File: src/rtl/logic_unit_pkg.sv
// Shared types and helpers for the pipelined logic unit.
// Op encoding and FIFO entry packing live here.
package logic_unit_pkg;

    localparam int OP_W  = 3;
    localparam int MAX_W = 64;

    typedef enum logic [OP_W-1:0] {
        OP_AND  = 3'b000,
        OP_OR   = 3'b001,
        OP_NOT  = 3'b010,
        OP_NAND = 3'b011,
        OP_XOR  = 3'b100,
        OP_NOR  = 3'b101,
        OP_XNOR = 3'b110,
        OP_PASS = 3'b111
    } op_e;

    // r is zero-extended; result sits in [w-1:0], zero at [w], parity at [w+1]
    function automatic logic [MAX_W+1:0] pack_entry(
        input logic [MAX_W-1:0] r,
        input int unsigned      w
    );
        logic [MAX_W+1:0] e;
        e = {2'b00, r};
        e = e | ((MAX_W+2)'(~|r) << w);
        e = e | ((MAX_W+2)'(^r) << (w + 1));
        return e;
    endfunction

endpackage

File: src/rtl/sync_fifo.sv
// Synchronous FIFO with occupancy count.
// Empty head reads as all-zero.
module sync_fifo #(
    parameter int WIDTH = 10,
    parameter int DEPTH = 2
) (
    input  logic                     clk,
    input  logic                     rst_n,
    input  logic                     push,
    input  logic [WIDTH-1:0]         wdata,
    input  logic                     pop,
    output logic [WIDTH-1:0]         rdata,
    output logic                     full,
    output logic                     empty,
    output logic [$clog2(DEPTH):0]   level
);

    localparam int AW = $clog2(DEPTH);

    logic [WIDTH-1:0] mem [DEPTH];
    logic [AW-1:0]    wptr;
    logic [AW-1:0]    rptr;
    logic [AW:0]      cnt;
    logic             do_push;
    logic             do_pop;

    assign full    = (cnt == (AW+1)'(DEPTH));
    assign empty   = (cnt == '0);
    assign level   = cnt;
    assign do_push = push & ~full;
    assign do_pop  = pop & ~empty;
    assign rdata   = empty ? '0 : mem[rptr];

    always_ff @(posedge clk) begin
        if (do_push) begin
            mem[wptr] <= wdata;
        end
    end

    always_ff @(posedge clk or negedge rst_n) begin
        if (!rst_n) begin
            wptr <= '0;
            rptr <= '0;
            cnt  <= '0;
        end else begin
            if (do_push) begin
                wptr <= wptr + 1'b1;
            end
            if (do_pop) begin
                rptr <= rptr + 1'b1;
            end
            case ({do_push, do_pop})
                2'b10:   cnt <= cnt + 1'b1;
                2'b01:   cnt <= cnt - 1'b1;
                default: cnt <= cnt;
            endcase
        end
    end

endmodule

File: src/rtl/logic_unit_pipe.sv
// Handshaked WIDTH-bit logic unit with accumulator chaining
// and a buffered result queue carrying zero/parity flags.
module logic_unit_pipe
    import logic_unit_pkg::*;
#(
    parameter int WIDTH = 8,
    parameter int DEPTH = 2
) (
    input  logic                   clk,
    input  logic                   rst_n,
    input  logic                   in_valid,
    output logic                   in_ready,
    input  logic [WIDTH-1:0]       a,
    input  logic [WIDTH-1:0]       b,
    input  logic [OP_W-1:0]        op,
    input  logic                   acc_sel,
    input  logic                   acc_clr,
    output logic                   out_valid,
    input  logic                   out_ready,
    output logic [WIDTH-1:0]       out_data,
    output logic                   out_zero,
    output logic                   out_parity,
    output logic [WIDTH-1:0]       acc_q,
    output logic [$clog2(DEPTH):0] level
);

    logic             accept;
    logic             full;
    logic             empty;
    logic [WIDTH-1:0] opa;
    logic [WIDTH-1:0] res;
    logic [WIDTH+1:0] entry;
    logic [WIDTH+1:0] head;

    assign in_ready = ~full;
    assign accept   = in_valid & in_ready;
    assign opa      = acc_sel ? (acc_clr ? '0 : acc_q) : a;

    always_comb begin
        res = '0;
        case (op_e'(op))
            OP_AND:  res = opa & b;
            OP_OR:   res = opa | b;
            OP_NOT:  res = ~opa;
            OP_NAND: res = ~(opa & b);
            OP_XOR:  res = opa ^ b;
            OP_NOR:  res = ~(opa | b);
            OP_XNOR: res = ~(opa ^ b);
            OP_PASS: res = opa;
            default: res = '0;
        endcase
    end

    assign entry = (WIDTH+2)'(pack_entry(MAX_W'(res), WIDTH));

    // acc_q tracks the pushed result so acc_sel beats chain without bubbles
    always_ff @(posedge clk or negedge rst_n) begin
        if (!rst_n) begin
            acc_q <= '0;
        end else if (accept) begin
            acc_q <= res;
        end else if (acc_clr) begin
            acc_q <= '0;
        end
    end

    sync_fifo #(
        .WIDTH(WIDTH + 2),
        .DEPTH(DEPTH)
    ) u_fifo (
        .clk  (clk),
        .rst_n(rst_n),
        .push (accept),
        .wdata(entry),
        .pop  (out_ready),
        .rdata(head),
        .full (full),
        .empty(empty),
        .level(level)
    );

    assign out_valid  = ~empty;
    assign out_data   = head[WIDTH-1:0];
    assign out_zero   = head[WIDTH];
    assign out_parity = head[WIDTH+1];

`ifndef SYNTHESIS
    always @(posedge clk) begin
        if (rst_n && accept) begin
            assert (!$isunknown(op));
        end
    end
`endif

endmodule

File: config.mk
export PLATFORM = sky130hd
export DESIGN_NAME = logic_unit_pipe
export DESIGN_NICKNAME = d
export VERILOG_FILES = /design/src/rtl/logic_unit_pkg.sv /design/src/rtl/sync_fifo.sv /design/src/rtl/logic_unit_pipe.sv
export SDC_FILE = /design/constraint.sdc
export NUM_CORES = 1
export LEC_CHECK = 0
export ABC_AREA = 1
export CAP_MARGIN = 20
export CORE_AREA = 2 2 76 78
export CTS_CLUSTER_DIAMETER = 30
export CTS_CLUSTER_SIZE = 16
export DETAILED_ROUTE_END_ITERATION = 6
export DIE_AREA = 0 0 78 80
export HOLD_SLACK_MARGIN = 0.06
export PLACE_DENSITY = 0.74
export SYNTH_ARGS = -nofsm -noshare
export SYNTH_HDL_FRONTEND = slang
export SYNTH_HIERARCHICAL = 1
export SYNTH_SLANG_ARGS = --single-unit
File: constraint.sdc
create_clock -name clk -period 2.3 [get_ports clk]
set_input_delay 0.345 -clock clk [delete_from_list [all_inputs] [get_ports clk]]
set_output_delay 0.345 -clock clk [all_outputs]
set_load 0.05 [all_outputs]
Word-level counts from Yosys, hierarchy flattened
Memories as Yosys holds them, arrays and structs flattened.
Index checks and enable logic that the tools add are counted.
Widths: inputs -> output; s select.
{"block": "word_totals", "word_cells": 47, "out_inout_bits": 22, "mem_bits_rw": 20, "n_memories": 1, "register_bits": 12}
{"name": "u_fifo.mem", "words": 2, "width": 10, "read_ports": 1, "rd_clocked_by_memory_dff": 0, "wr": 1, "line_no": "sync_fifo.sv:20", "rtl": "logic [WIDTH-1:0] mem [DEPTH];"}
{"block": "op_classes", "n_mux": 8, "bitwise_logic": 14, "n_reduce_logical": 6, "n_addsub": 4, "eq_ne": 10}
{"op": "$pmux 8 s8", "n": 1}
{"op": "$reduce_xor 64->1", "n": 1}
{"op": "$not 8->8", "n": 4}
{"op": "$mux 8", "n": 3}
{"op": "$eq 3x3->1 const B", "n": 4}
{"op": "$mux 10", "n": 1}
{"op": "$or 9x10->10", "n": 1}
{"op": "$or 8x9->9", "n": 1}
{"op": "$and 8x8->8", "n": 1}
{"op": "$or 8x8->8", "n": 1}
{"op": "$reduce_or 8->1", "n": 1}
{"op": "$xor 8x8->8", "n": 1}
{"op": "$eq 3x2->1 const B", "n": 2}
{"op": "$eq 2x2->1 const B", "n": 2}
{"op": "$pmux 2 s2", "n": 1}
{"op": "$and 1x1->1", "n": 3}
{"op": "$eq 3x1->1 const B", "n": 1}
{"op": "$logic_not 3->1", "n": 1}
{"op": "$add 1x1->1 const B", "n": 2}
{"op": "$add 2x1->2 const B", "n": 1}
{"op": "$eq 2x1->1 const B", "n": 1}
{"op": "$logic_not 2->1", "n": 1}
{"op": "$mux 1", "n": 2}
{"op": "$not 1->1", "n": 2}
{"op": "3 further kinds", "n": 3}

Longest topological paths before layout
Gate-level depths: netlist of the first run.
{"block": "depth", "depth_word": 9, "depth_mapped": 15, "depth_no_buf": 14}

Modules after synthesis
The synthesis of the first run kept the hierarchy.
{"module": "logic_unit_pipe", "area_per_inst_um2": 1587.8, "seq_area_each_um2": 200.2, "cells_per_inst": 272, "instances": 1}
{"module": "sync_fifo", "area_per_inst_um2": 1012.2, "seq_area_each_um2": 700.7, "cells_per_inst": 85, "instances": 1}

Least setup slack after synthesis of the first run
Ideal clock, no wire load.
{"block": "synth_path", "kind": "flip-flop to flip-flop", "start": "register u_fifo.cnt[0] (netlist: u_fifo/level[0])", "end": "memory u_fifo.mem[1][0], enable pin", "t_arrival_ns": 2.251, "n_path_buf": 0, "period_less_slack_ns": 2.628, "path_stages_with_launch": 7, "setup_slack_ns": -0.328, "cell_sequence": "dfrtp_1 > nor2_1 > inv_1 > nand2_1 > clkinv_1 > o21ai_1 > nor2_1"}
{"block": "synth_between", "elab_chain_cells": 6}
{"element": "start, declared", "line_no": "sync_fifo.sv:23", "rtl": "logic [AW:0] cnt;"}
{"element": "start signal, assigned", "line_no": "sync_fifo.sv:53", "rtl": "2'b10: cnt <= cnt + 1'b1;"}
{"element": "start signal, assigned", "line_no": "sync_fifo.sv:54", "rtl": "2'b01: cnt <= cnt - 1'b1;"}
{"element": "start signal, assigned", "line_no": "sync_fifo.sv:55", "rtl": "default: cnt <= cnt;"}
{"element": "$eq 2x2->1", "line_no": "sync_fifo.sv:27", "rtl": "assign full = (cnt == (AW+1)'(DEPTH));"}
{"element": "via full", "line_no": "logic_unit_pipe.sv:28", "rtl": "logic full;"}
{"element": "$not 1->1", "line_no": "logic_unit_pipe.sv:35", "rtl": "assign in_ready = ~full;"}
{"element": "via in_ready", "line_no": "logic_unit_pipe.sv:12", "rtl": "output logic in_ready,"}
{"element": "$and 1x1->1", "line_no": "logic_unit_pipe.sv:36", "rtl": "assign accept = in_valid & in_ready;"}
{"element": "via accept", "line_no": "logic_unit_pipe.sv:27", "rtl": "logic accept;"}
{"element": "$and 1x1->1", "line_no": "sync_fifo.sv:30", "rtl": "assign do_push = push & ~full;"}
{"element": "$mux 1", "line_no": "sync_fifo.sv:35", "rtl": "if (do_push) begin"}
{"element": "$mux 1 (not written as such)", "line_no": "sync_fifo.sv:36", "rtl": "mem[wptr] <= wdata;"}
{"element": "end, declared", "line_no": "sync_fifo.sv:20"}
The timed path passes the listed nets, and every way through them passes these cells.

Worst setup path in the final report of the first run
{"block": "layout_path", "start": "input port a[5]", "end": "memory u_fifo.mem[1][9], data pin"}
{"block": "layout_between", "elab_chain_cells": 6, "word_cells_on_any_way": 11, "classes_between": "mux (2); bitwise (8); reduce/logical (1)"}
{"element": "start, declared", "line_no": "logic_unit_pipe.sv:13", "rtl": "input logic [WIDTH-1:0] a,"}
{"element": "$mux 8 *", "line_no": "logic_unit_pipe.sv:37", "rtl": "assign opa = acc_sel ? (acc_clr ? '0 : acc_q) : a;"}
{"element": "$xor 8x8->8 (tied with other cells)", "line_no": "logic_unit_pipe.sv:46, logic_unit_pipe.sv:48"}
{"element": "$not 8->8 (on tied branches)", "line_no": "logic_unit_pipe.sv:48, logic_unit_pipe.sv:45, logic_unit_pipe.sv:47"}
{"element": "$pmux 8 s8 *", "line_no": "logic_unit_pipe.sv:41", "rtl": "case (op_e'(op))"}
{"element": "$reduce_xor 64->1 *", "line_no": "logic_unit_pkg.sv:27", "rtl": "e = e | ((MAX_W+2)'(^r) << (w + 1));"}
{"element": "$or 9x10->10 *", "line_no": "logic_unit_pkg.sv:27"}
{"element": "via entry[9]", "line_no": "logic_unit_pipe.sv:32", "rtl": "logic [WIDTH+1:0] entry;"}
Mark *: on every way through the listed nets, which the timed path passes. The rest lies on a longest branch.

==> results of run 1 <==
[power breakdown]
part | leakage [nW] | internal (mW) | switching [mW]
Sequential | 0.327 | 0.834 | 0.145
Clock | 0.0532 | 0.315 | 0.204
Combinational | 1.70 | 0.851 | 1.46
[Yosys cell counts (all sizes together)]
library cell and instances:
a21oi 18, buf 9, clkinv 2, dfrtp 12
edfxtp 20, ha 21, inv 62, nand2 97
nand3 52, nand4 9, nor2 48, nor3 1
o21ai 2, xnor2 3, xor2 1
[routing by layer]
metal	vias up	wire length, um
li1	1375	-
met1	1289	3170
met2	148	4411
met3	41	441
met4	0	386
met5	-	0
[sequential cells by signal (all words and copies together), names as in the netlist]
signal and count:
u_fifo/level 2, u_fifo/rptr 1, u_fifo/wptr 1, u_fifo/mem 20, acc_q 8
[worst paths after layout]
kind,start,depth (start not counted),end
max in group asynchronous,rst_n,1,acc_q[0]
worst max-delay path,a[5],14,u_fifo/mem[1][9]
min in group clk,u_fifo/level[1],2,u_fifo/level[1]
worst max register to register,acc_q[0],13,u_fifo/mem[1][9]
worst min-delay path,rst_n,1,u_fifo/level[1]
worst min register to register,u_fifo/level[1],2,u_fifo/level[1]
[what timing repair did]
action,CTS,global route
resized for setup,64,40
gates cloned,2,0
buffers inserted,19,3
pin swaps,33,32
setup endpoints to repair,4,4
[logic make-up (layout without fill, tap and decap cells)]
logic type	after synthesis	in the layout
xor gates and xnor gates	4	4
buffers and inverters	73	196
adders and majority gates	21	21
and+or+nand+nor	207	207
DFF	32	32
AOI/OAI and AO/OA	20	20
[layout by cell type, fill, tap and decap left out, types with 10 or more instances in the layout]
cell / n
buf_4: 83
clkdlybuf4s50_1: 23
dfrtp_2: 10
edfxtp_1: 20
ha_4: 11
inv_1: 53
nand2_1: 72
nand2_2: 17
nand3_1: 36
nor2_1: 35
nor2_2: 10
[through the flow]
stage | power [mW] | util, % | setup TNS, ps | hold WS (ps)
2_1_floorplan | 2.315 | - | 0 | 49.41
3_3_place_gp | 2.906 | 65.37 | -3313 | 464.0
3_5_place_dp | 2.960 | 65.37 | -4412 | 504.0
4_1_cts | 3.712 | 75.86 | 0 | 462.6
5_1_grt | 3.998 | 78.19 | -122.4 | 489.7
6_report | 3.808 | 78.19 | 0 | 446.9
[worst register-to-register path, cell delays in order (launching register included)]
cell     delay [ps]
dfrtp_2         450
nand3_4         120
nand2_4          60
buf_4           130
ha_1            180
inv_1            90
nand2_1          60
nand2_1          90
nor2_1           50
nand3_1         120
nand2_2          90
ha_4            230
xor2_2          190
xnor2_2         150
[cell type report]
type,count,share of cell area [%]
clock inverters,3,0.8881
clock buffers,5,1.628
flip-flops and latches,32,21.61
multi-input cells,252,42.18
well taps,72,2.131
inverters,64,5.921
repair buffers,124,25.64
==> flow_summary.rst, run 1 <==
.. list-table::
   :header-rows: 1

   * - Metric
     - Value
   * - Status
     - completed
   * - GRT Total Usage
     - 26.99%
   * - Share of post-route cells with drive strength above 1
     - 40.42%
   * - Area contributors post-synth
     - edfxtp_1 (23%), nand2_1 (14%), dfrtp_1 (12%), ha_1 (10%), inv_1 (8.8%)
   * - Most congested layer reported by global routing
     - met2
   * - Multiplexer area fraction after synthesis
     - 0%
   * - Share of the synthesized area in the top cell type
     - 23.10%
   * - Crit path required time
     - 2320 ps
   * - Grt met3 use
     - 3.620%
   * - Count of mapped cells out of synthesis
     - 357
   * - Core outline area
     - 5405 um2
   * - Peak clock frequency supported by timing
     - 438.0 MHz
   * - IR Drop Worst-Case VDD
     - 693.4 uV
   * - Met1 track demand over resource
     - 29.51%
   * - Storage cell area
     - 913.4 um2
   * - Simple-gate area share of the yosys netlist
     - 37.01%
   * - DRC
     - 0
   * - Antenna diode instance count
     - 0
   * - Max-cap violation count
     - 0
   * - Area of the multi-input gates
     - 1783 um2
   * - Dominant combinational cell family by area after synthesis
     - simple AND/OR/NAND/NOR gates
   * - Vias in the first global route
     - 2,877
   * - Compound-gate portion of the synthesized area
     - 5.149%
   * - Data arrival time of the worst path
     - 2310 ps
   * - DP Area
     - 3533 um2
   * - Clock latency reported for the late side of the worst-skew pair
     - 280 ps
   * - Area enclosed by the die boundary
     - 6240 um2
   * - Wire length reported by the detailed router
     - 8410 um
   * - P_leak
     - 2.084 nW
   * - Detailed-route wire length per cell
     - 15.24 um
   * - Post-Synthesis Net Count
     - 403
   * - CTS sink cnt
     - 32
   * - Grt met2 use
     - 49.83%
   * - Min Tclk post-route
     - 2283 ps
   * - PwrDens
     - 901.1 nW/um2
   * - Width of the chip
     - 78 um
   * - Rel. slew slack
     - 58.19%
   * - Antenna violations before repair
     - 0
   * - Number of warnings issued by yosys
     - 6
   * - Proportion of synthesized chip area in sequential cells
     - 34.65%
   * - TritonCTS clock tree
     - yes
   * - Layout fillers
     - 351
   * - Worst setup EP type
     - flop
   * - Design Area, Final
     - 4227 um2
   * - Final #Nets
     - 525
   * - DP Worst Slack
     - -662.0 ps
   * - Synthesis-to-layout area growth
     - 62.56%
   * - I/O pin cnt
     - 47
   * - DRC violation total after the first TritonRoute iteration
     - 118
   * - Synthesized flop and latch total
     - 32
   * - Antenna violation net count after detailed routing
     - 0
   * - Number of buffers on the longest clock path
     - 2
   * - Worst setup slack after layout
     - 16.86 ps
   * - First-pass iteration count of the detailed router
     - 4
   * - Crit path kind
     - primary input to flop
   * - Final clock period utilization by the worst path
     - 99.27%
   * - Count of unique library cells instantiated by Yosys
     - 26
   * - Mean number of vias per cell
     - 5.168
   * - Critical path, cell by cell
     - clkdlybuf4s50_1 -> nand2_1 -> nand2_2 -> inv_1 -> ha_1 -> inv_1 -> nand4_1 -> nand2_1 -> nor2_2 -> nand3_2 -> nand2_4 -> ha_4 -> xnor2_4 -> xnor2_2
   * - DIE HEIGHT
     - 80 um
   * - Wire length of the first global-routing pass
     - 13,250 um
   * - Depth of the CTS H-tree
     - 2
   * - Synthesized area divided by synthesized cell count
     - 7.283 um2
   * - Clock input transition at the sequential cells of the worst setup and hold paths
     - 70 ps
   * - Number of instances in the placed design
     - 522
   * - Half-perimeter wire length after placement
     - 5073 um
   * - Slowest stage cell on the critical path
     - clkdlybuf4s50_1
   * - Clock tree root driver cell
     - clkbuf_8
   * - Cell Rows
     - 27
   * - Quantity of hold-fixing buffers added after cts
     - 0
   * - Post-synthesis share of cell area spent on xor and xnor gates
     - 1.347%
   * - Max-slew violation count
     - 0
   * - Post-Layout Cell Count
     - 552
   * - Last weighted congestion value of the routability-driven placer
     - 0.8480
   * - Final-report setup violation count
     - 0
   * - Type of origin of the critical path
     - primary input
   * - Stage delay of the slowest cell on the critical path
     - 470 ps
   * - Buffers & Inverters on Critical Path
     - 3
   * - Pin count of the biggest net entering global routing
     - 17
   * - Dominant delay contributor by cell family on the critical path
     - simple AND/OR/NAND/NOR gates
   * - Max Fanout on Critical Path
     - 2
   * - Post-Synth Adder-Cell Area
     - 10.11%
   * - Detailed-route via count
     - 2,853
   * - Class of the tightest hold or removal check
     - primary input to asynchronous set/reset pin
   * - Total global routing overflow
     - 0
   * - Worst Max-Slew Pin Slew
     - 625.2 ps
   * - Fin. Hold Viols
     - 0
   * - Starting utilization of the core area
     - 48.10%
   * - Number of port buffers
     - 46
   * - Flop-to-flop setup slack
     - 40 ps
   * - Post-synth top area cell
     - edfxtp_1
   * - Clk_skew
     - 9.225 ps
   * - Number of clock buffers inserted by TritonCTS
     - 5
   * - Post-synth design cell area
     - 2600 um2
No activity file was read; power rests on OpenSTA's default activity.
==> run 2: changes to the inputs <==
--- a/config.mk
+++ b/config.mk
@@ -6,7 +6,7 @@
 export NUM_CORES = 1
 export LEC_CHECK = 0
 export ABC_AREA = 1
-export CAP_MARGIN = 20
+export CAP_MARGIN = 0
 export CORE_AREA = 2 2 76 78
 export CTS_CLUSTER_DIAMETER = 30
 export CTS_CLUSTER_SIZE = 16
==> results of run 2 <==
No change in the layout: final DEF, timing and power equal those of run 1.
